**src/rtl/seg7_scan_driver_if.sv**
```systemverilog
// seg7_scan_driver_if
// Application-side bus of the seven-segment scan driver.
//   value_in    : packed hex nibbles, nibble i = digit i (digit 0 rightmost)
//   dp_in       : decimal point per digit, 1 = lit
//   blank_in    : 1 = digit dark
//   load_in     : single-cycle strobe capturing value/dp/blank into the shadow
//   pending_out : shadow holds data not yet committed to the display
// Modports: master = application logic, slave = driver.
interface seg7_scan_driver_if #(
  parameter int NUM_DIGITS = 4
) ();
  logic [4*NUM_DIGITS-1:0] value_in;
  logic [NUM_DIGITS-1:0]   dp_in;
  logic [NUM_DIGITS-1:0]   blank_in;
  logic                    load_in;
  logic                    pending_out;

  modport master (
    output value_in, dp_in, blank_in, load_in,
    input  pending_out
  );

  modport slave (
    input  value_in, dp_in, blank_in, load_in,
    output pending_out
  );
endinterface

```
**src/rtl/seg7_scan_driver.sv**
```systemverilog
// seg7_scan_driver
// Time-multiplexed common-anode seven-segment driver. Scans NUM_DIGITS digits
// left to right (digit NUM_DIGITS-1 first), SLOT_CYCLES clocks per digit, with
// GUARD_CYCLES of all-anodes-off at the start of each slot. Display data is
// double buffered: load_in fills a shadow register that is committed to the
// active register on the frame boundary, so a frame never mixes old and new data.
// Ports:
//   clk_in        : clock, rising edge
//   rst_in        : synchronous active-high reset
//   bus           : seg7_scan_driver_if.slave (value/dp/blank/load/pending)
//   brightness_in : PWM duty, lit while slot_cnt[3:0] <= brightness_in
//                   (only when SEG7_BRIGHTNESS_EN is defined)
//   frame_out     : one-cycle pulse on the first cycle of each frame
//   anode_out     : active-low one-cold anode select, anode_out[i] = digit i
//   digit_out     : active-low {dp,g,f,e,d,c,b,a}
// All outputs are registered and lag the scan counters by one cycle.
module seg7_scan_driver #(
  parameter int NUM_DIGITS   = 4,
  parameter int SLOT_CYCLES  = 100000,
  parameter int GUARD_CYCLES = 0
) (
  input  logic                  clk_in,
  input  logic                  rst_in,
  seg7_scan_driver_if.slave     bus,
`ifdef SEG7_BRIGHTNESS_EN
  input  logic [3:0]            brightness_in,
`endif
  output logic                  frame_out,
  output logic [NUM_DIGITS-1:0] anode_out,
  output logic [7:0]            digit_out
);

  localparam int CW = $clog2(SLOT_CYCLES);
  localparam int DW = (NUM_DIGITS > 1) ? $clog2(NUM_DIGITS) : 1;
  localparam logic [CW-1:0] SLOT_LAST = CW'(SLOT_CYCLES - 1);
  localparam logic [DW-1:0] DIG_LAST  = DW'(NUM_DIGITS - 1);

  logic [CW-1:0]           slot_cnt, slot_nxt;
  logic [DW-1:0]           dig, dig_nxt;
  logic [4*NUM_DIGITS-1:0] shadow_val, active_val;
  logic [NUM_DIGITS-1:0]   shadow_dp, active_dp;
  logic [NUM_DIGITS-1:0]   shadow_blank, active_blank;
  logic                    pending, pending_nxt;
  logic                    slot_end, frame_end;
  logic                    in_guard, bright_ok, dark;
  logic [3:0]              nibble;
  logic [NUM_DIGITS-1:0]   one_cold;
  logic [NUM_DIGITS-1:0]   anode_d;
  logic [7:0]              digit_d;
  logic                    frame_d;

  function automatic logic [6:0] decode(input logic [3:0] n);
    logic [6:0] s;
    case (n)
      4'h0: s = 7'h40;
      4'h1: s = 7'h79;
      4'h2: s = 7'h24;
      4'h3: s = 7'h30;
      4'h4: s = 7'h19;
      4'h5: s = 7'h12;
      4'h6: s = 7'h02;
      4'h7: s = 7'h78;
      4'h8: s = 7'h00;
      4'h9: s = 7'h10;
      4'hA: s = 7'h08;
      4'hB: s = 7'h03;
      4'hC: s = 7'h46;
      4'hD: s = 7'h21;
      4'hE: s = 7'h06;
      default: s = 7'h0E;
    endcase
    return s;
  endfunction

  // A zero-length guard is elaborated away so no constant compare is built.
  generate
    if (GUARD_CYCLES == 0) begin : g_no_guard
      assign in_guard = 1'b0;
    end else begin : g_guard
      assign in_guard = (slot_cnt < CW'(GUARD_CYCLES));
    end
  endgenerate

`ifdef SEG7_BRIGHTNESS_EN
  assign bright_ok = (slot_cnt[3:0] <= brightness_in);
`else
  assign bright_ok = 1'b1;
`endif

  assign bus.pending_out = pending;

  // Scan counters and pending flag next-state.
  always_comb begin
    slot_end    = (slot_cnt == SLOT_LAST);
    frame_end   = slot_end && (dig == '0);
    slot_nxt    = slot_end ? '0 : slot_cnt + 1'b1;
    dig_nxt     = dig;
    if (slot_end) begin
      dig_nxt = (dig == '0) ? DIG_LAST : dig - 1'b1;
    end
    // A load on the commit edge re-arms pending for the following frame.
    pending_nxt = pending;
    if (bus.load_in) begin
      pending_nxt = 1'b1;
    end else if (frame_end) begin
      pending_nxt = 1'b0;
    end
  end

  // Output pattern for the slot currently described by slot_cnt/dig.
  always_comb begin
    nibble = active_val[{dig, 2'b00} +: 4];
    for (int unsigned i = 0; i < NUM_DIGITS; i++) begin
      one_cold[i] = (DW'(i) != dig);
    end
    dark    = in_guard || active_blank[dig] || !bright_ok;
    anode_d = '1;
    digit_d = '1;
    if (!dark) begin
      anode_d = one_cold;
      digit_d = {~active_dp[dig], decode(nibble)};
    end
    frame_d = (slot_cnt == '0) && (dig == DIG_LAST);
  end

  always_ff @(posedge clk_in) begin
    if (rst_in) begin
      slot_cnt     <= '0;
      dig          <= DIG_LAST;
      shadow_val   <= '0;
      shadow_dp    <= '0;
      shadow_blank <= '1;
      active_val   <= '0;
      active_dp    <= '0;
      active_blank <= '1;
      pending      <= 1'b0;
      anode_out    <= '1;
      digit_out    <= '1;
      frame_out    <= 1'b0;
    end else begin
      slot_cnt  <= slot_nxt;
      dig       <= dig_nxt;
      pending   <= pending_nxt;
      anode_out <= anode_d;
      digit_out <= digit_d;
      frame_out <= frame_d;
      if (frame_end && pending) begin
        active_val   <= shadow_val;
        active_dp    <= shadow_dp;
        active_blank <= shadow_blank;
      end
      if (bus.load_in) begin
        shadow_val   <= bus.value_in;
        shadow_dp    <= bus.dp_in;
        shadow_blank <= bus.blank_in;
      end
    end
  end

endmodule

```
**src/flat_wrapper.sv**
```systemverilog
// flat-port wrapper written by rule: the top's interface ports become plain ports
module seg7_scan_driver_flat 
#(
  parameter int NUM_DIGITS   = 4,
  parameter int SLOT_CYCLES  = 100000,
  parameter int GUARD_CYCLES = 0
)
  (clk_in, rst_in, frame_out, anode_out, digit_out, bus_value_in, bus_dp_in, bus_blank_in, bus_load_in, bus_pending_out);
  seg7_scan_driver_if #(.NUM_DIGITS(NUM_DIGITS)) bus_i ();
  input  logic clk_in;
  input  logic rst_in;
  output logic frame_out;
  output logic [NUM_DIGITS-1:0] anode_out;
  output logic [7:0] digit_out;
  input wire logic [$bits(bus_i.value_in)-1:0] bus_value_in;
  input wire logic [$bits(bus_i.dp_in)-1:0] bus_dp_in;
  input wire logic [$bits(bus_i.blank_in)-1:0] bus_blank_in;
  input wire logic [$bits(bus_i.load_in)-1:0] bus_load_in;
  output wire logic [$bits(bus_i.pending_out)-1:0] bus_pending_out;
  assign bus_i.value_in = bus_value_in;
  assign bus_i.dp_in = bus_dp_in;
  assign bus_i.blank_in = bus_blank_in;
  assign bus_i.load_in = bus_load_in;
  assign bus_pending_out = bus_i.pending_out;
  seg7_scan_driver #(.NUM_DIGITS(NUM_DIGITS), .SLOT_CYCLES(SLOT_CYCLES), .GUARD_CYCLES(GUARD_CYCLES)) u_core (.clk_in(clk_in), .rst_in(rst_in), .bus(bus_i), .frame_out(frame_out), .anode_out(anode_out), .digit_out(digit_out));
endmodule
```
**config.mk**
```make
export PLATFORM = sky130hd
export DESIGN_NAME = seg7_scan_driver_flat
export DESIGN_NICKNAME = d
export VERILOG_FILES = /design/src/rtl/seg7_scan_driver_if.sv /design/src/rtl/seg7_scan_driver.sv /design/src/flat_wrapper.sv
export SDC_FILE = /design/constraint.sdc
export NUM_CORES = 1
export LEC_CHECK = 0
export CAP_MARGIN = 20
export CORE_MARGIN = 3
export CORE_UTILIZATION = 33
export DETAILED_ROUTE_END_ITERATION = 8
export SYNTH_ARGS = -nofsm -noshare
export SYNTH_HDL_FRONTEND = slang
export SYNTH_SLANG_ARGS = --single-unit
```
**constraint.sdc**
```tcl
create_clock -name clk_in -period 2.7 [get_ports clk_in]
set_clock_uncertainty 0.05 [all_clocks]
set_input_delay 0.54 -clock clk_in [delete_from_list [all_inputs] [get_ports clk_in]]
set_output_delay 0.54 -clock clk_in [all_outputs]
set_load 0.05 [all_outputs]
```
* Word-level counts from Yosys, hierarchy flattened
Memory sizes are Yosys's and may differ from the RTL's. A register that Yosys moved wholly into a read port is not among the register bits.
Index checks and enable logic that the tools add are counted.
** Operators by class
- Divide/modulo/power cells :: 0
- Shift-type cells :: 1
- Order comparisons :: 1
- Multiply operators :: 0
- Bitwise gates (word level) :: 1
- Equal/unequal tests :: 5
- Reductions and logical operators :: 9
- Add/sub/neg operators :: 2
- Mux-type cells :: 7
** Operators by type and width (number)
- $add 17x1->17 const B :: 1
- $eq 17x17->1 const B :: 1
- $logic_not 17->1 :: 1
- $shiftx 16x5->4 :: 1
- $bmux 1 s2 :: 2
- $mux 1 :: 4
- $ne 2x2->1 const A :: 2
- $reduce_bool 2->1 :: 2
- $reduce_or 2->1 :: 2
- $logic_and 1x1->1 :: 3
- $lt 2x3->1 const B :: 1
- $eq 2x2->1 const B :: 1
- $logic_not 2->1 :: 1
- $mux 2 :: 1
- $ne 1x2->1 const A :: 1
- $sub 2x1->2 const B :: 1
- $not 1->1 :: 1
** Storage, ports and cells
- Bits in writable memories :: 0
- Logic and storage cells :: 39
- Input port bits :: 27
- Memories kept :: 1
- Output and inout bits :: 14
- Flip-flop bits (word level) :: 81
- ROM bits :: 112
- Latch bits :: 0
** Memories
- (name not given) :: depth 16, width 7, rd ports 1, clocked after memory_dff 1, wr ports 0, line seg7_scan_driver.sv:54 : case (n)

* Depth between registers and ports, before layout
- Depth in word-level cells :: 4
- Depth in mapped cells :: 8
- Mapped depth without buffers :: 6

* Least setup slack after synthesis
OpenSTA, ideal clock, no wires.
- Path kind :: flip-flop to flip-flop
- Start point :: register u_core.dig[0]
- End point :: register u_core.digit_out[1]
- Slack :: 808 ps
- Arrival time :: 1714 ps
- Cell stages (with the launch flop) :: 8
- Clock period less this slack :: 1892 ps
- Path buffers :: 1
- Data required time :: 2521 ps
- Setup time :: 129 ps
- Path through :: dfxtp_1 -> buf_6 -> mux4_2 -> inv_1 -> ha_1 -> nor2_1 -> nand3b_1 -> o211ai_1
** On the way
- Longest elaborated chain between the ends :: 3
- Elaborated cells between the ends (all ways) :: 4
- Those cells by class :: 1 x shift; 2 x mux; 1 x reduce/logical
** RTL lines
- start: declaration :: line seg7_scan_driver.sv:39 : logic [DW-1:0] dig, dig_nxt;
- start signal: assignment :: line seg7_scan_driver.sv:142 : dig <= dig_nxt;
- branches (longest 3 deep; another with $shiftx 16x5->4)
- end: declaration :: line seg7_scan_driver.sv:30 : output logic [7:0] digit_out
Several ways; the timed one is not identified. The select of a mux whose other input is x is not followed.
A chain may end at the register's enable or synchronous reset.

* Worst setup path in the final report
Same ends and word-level chain as after synthesis.

==> results by group <==
STA
  • Worst Tran Pin Value: 0.613 ns
  • Max Freq: 0.463 GHz
  • Relative slew slack: 59.1%
  • Final setup vio count: 0
  • Setup TNS: 0 ns
  • Final Critical Period: 2.16 ns
  • Tcrit/Tclk final: 79.9%
  • Unrepaired setup endpoints after global routing: no
  • Fin. Hold Viols: 0
  • Final Max Slew Viols: 0

Critical path
  • Setup crit end kind: register
  • Required @ worst endpoint: 2.87 ns
  • Internal reg-to-reg setup slack: 0.54 ns
  • Worst R2R End: u_core.digit_out[1]
  • Worst Setup EP: u_core.digit_out[1]
  • CP arrival: 2.33 ns
  • Crit Path Max Fanout: 6
  • Start of the worst register-to-register path: u_core.dig[0]
  • CP startpoint: u_core.dig[0]
  • Startpoint types: register
  • Cell count of the worst reg-to-reg path: 6
  • Setup Crit Path Kind: register to register

Synthesis
  • Adder and majority gate portion of the synthesized area: 4.04%
  • Post-synthesis xor/xnor area fraction: 2.83%
  • EDFF count, synth: 0
  • Distinct cells, synth: 45
  • FF+latch count, synth: 81
  • Simple-Gate Fraction of Synth Area: 17.1%
  • Mapped Area: 0.00371 mm^2
  • Most used DFF post-synth: dfxtp_1
  • Register area share after synthesis: 43.7%
  • Area fraction in compound gates after synthesis: 15.3%
  • Synth Instances: 372
  • Largest family of logic cells by synthesized area: simple AND/OR/NAND/NOR gates
  • Synth warn: 0
  • Post-synth ARST share: 0%
  • Mux cell area share after synthesis: 10.4%
  • Mapped Avg Cell Area: 9.98 um^2
  • Syn_nets: 411

Route
  • Vias: 2855
  • TritonRoute pass-1 iters: 5
  • Routed WL per cell: 14.6 um
  • DRT iter0 DRCs: 122
  • Routed vias/inst: 5.21
  • WL final: 8010 um
  • Residual DRC count: 0
  • Antenna-violating nets left: 0

Power
  • VDD IR max: 261 uV
  • Static Leak: 0.00159 uW
  • PwrDens: 570 mW/mm^2

Floorplan
  • Core Area: 0.0109 mm^2
  • Die width: 112 um
  • Site row count: 38
  • Number of I/O pins: 41
  • Die H: 112 um
  • Die footprint: 0.0126 mm^2
  • Initial core utilization: 33.9%

Flow run
  • Max Cap Viol: 0

Worst hold path
  • Min-Delay Path Class: register to register
  • Hold Path Depth: 2

Clock network
  • H-tree depth: 3
  • Clock-pin slew on the worst setup and hold paths: 0.07 ns
  • Cts repair resizes: 0
  • Clk sinks: 81
  • CTS Hold Bufs: 0
  • TritonCTS buffer count: 9
  • Clock root buffer: clkbuf_16
  • Post-CTS setup buffers: 0
  • Clock latency on the worst-skew pair: 0.33 ns
  • CTS tree: built
  • CTS max path bufs: 2

GRT
  • Gr usage total: 13.5%
  • Initial antenna violation count: 0
  • Largest net degree at the start of global routing: 35
  • Grt ovf: 0
  • First-pass GRT wire length: 13900 um
  • Number of global-route vias before repair: 2791

Placement
  • I/O Buffers: 40
  • HPWL Detailed: 5440 um
  • Dpl cells: 532
  • Cell Area, Placed: 0.00416 mm^2
  • GP Congestion: 0.797

Cells and area
  • Fin util: 40.7%
  • Layout area overhead: 19.9%
  • Final Non-Filler Cells: 548
  • Ant diodes: 0
  • Fillers: 1101
  • Final net count: 442
  • Final Cell Area: 0.00445 mm^2
  • Ratio of cells with drive above 1 in the final layout: 14.0%

Outcome
  • Status: complete, no violations
-- where the power goes --
part	internal [uW]	leakage [uW]	switching (uW)
clock network	640	0.000139	524
registers	1220	0.000659	18.1
logic	69.4	0.000793	62.7
-- sequential cells by signal (all words and copies together) (netlist names) --
signal and cells:
u_core.slot_cnt 17, u_core.active_val 16, u_core.shadow_val 16, u_core.digit_out 8, u_core.active_blank 4, u_core.active_dp 4
u_core.anode_out 4, u_core.shadow_blank 4, u_core.shadow_dp 4, u_core.dig 2, u_core.bus.pending_out 1, u_core.frame_out 1
-- worst min-delay path by stage --
stage	from	end	slack, ns
final	u_core.shadow_val[12]	u_core.active_val[12]	0.42
after global routing	u_core.shadow_val[0]	u_core.active_val[0]	0.43
after CTS	u_core.shadow_val[0]	u_core.active_val[0]	0.42
after detailed placement	u_core.active_val[0]	u_core.active_val[0]	0.41
after global placement	u_core.slot_cnt[0]	u_core.slot_cnt[0]	0.40
after floorplan	u_core.slot_cnt[0]	u_core.slot_cnt[0]	0.39
-- per-layer routing --
layer	GRT usage, %	up-vias	share of wire, %
li1	-	1421	-
met1	18.6	1353	48
met2	20.7	71	45
met3	2.91	10	4.8
met4	5.37	0	1.5
met5	0	-	0
-- kinds of logic after synthesis --
logic type / count (synthesis)
and+or+nand+nor: 120
muxes: 31
xor gates and xnor gates: 12
DFF: 81
buffers and inverters: 42
AOI/OAI and AO/OA: 74
adders and majority gates: 12
-- metrics by stage --
stage	worst slack, ns	hold slack, ns	power (uW)
floorplan	0.808	0.387	1340
global placement	0.521	0.403	1400
detailed placement	0.425	0.412	1400
CTS	0.527	0.423	2560
global route	0.350	0.432	2640
finish	0.542	0.419	2540
-- synthesized netlist by cell type, drive strengths merged (5+ instances only) --
master   n  share of area [%]
mux2i   25                6.7
inv     12                1.2
a21oi   28                3.8
a31oi    5               0.84
clkbuf  12                1.2
mux4     6                3.6
nand4   26                4.4
nand3    6               0.94
buf     18                4.2
nor2    37                3.7
ha      12                4.0
nand2   18                1.8
o31ai   23                7.2
nor4     8                1.3
xnor2    8                1.9
dfxtp   81                 44
o21ai    9                1.5
-- cells in the final DEF, fill, tap and decap left out, types with 2 or more instances in the layout --
cell,instances
a211oi_1,2
a21oi_1,28
a31oi_1,5
and2_1,2
and3_1,3
and4_1,2
buf_4,10
clkbuf_16,9
clkdlybuf4s50_1,40
clkinv_4,3
dfxtp_1,81
ha_1,12
inv_1,12
inv_6,2
mux2i_1,25
mux4_2,6
nand2_1,18
nand3_1,5
nand4_1,26
nor2_1,37
nor2b_1,2
nor3_1,3
nor4_1,8
nor4b_1,2
o21ai_0,7
o221ai_1,4
o31ai_1,4
o31ai_2,19
or4_1,3
xnor2_1,8
xor2_1,4
-- worst max-delay path: stages (launching register included) --
cell	delay (ns)
dfxtp_1	0.57
mux4_2	0.65
inv_1	0.16
ha_1	0.25
nor2_1	0.15
nand3b_1	0.12
o211ai_1	0.09
-- final cells by class --
type / instances / area, um^2 / area share (%)
Clock buffer: 9 / 225 / 5.06
Clock inverter: 7 / 62.6 / 1.41
Inverter: 12 / 45.0 / 1.01
Multi-Input combinational cell: 249 / 1840 / 41.5
Sequential cell: 81 / 1620 / 36.4
Tap cell: 140 / 175 / 3.94
Timing Repair Buffer: 50 / 475 / 10.7
No activity file was read; power rests on OpenSTA's default activity.
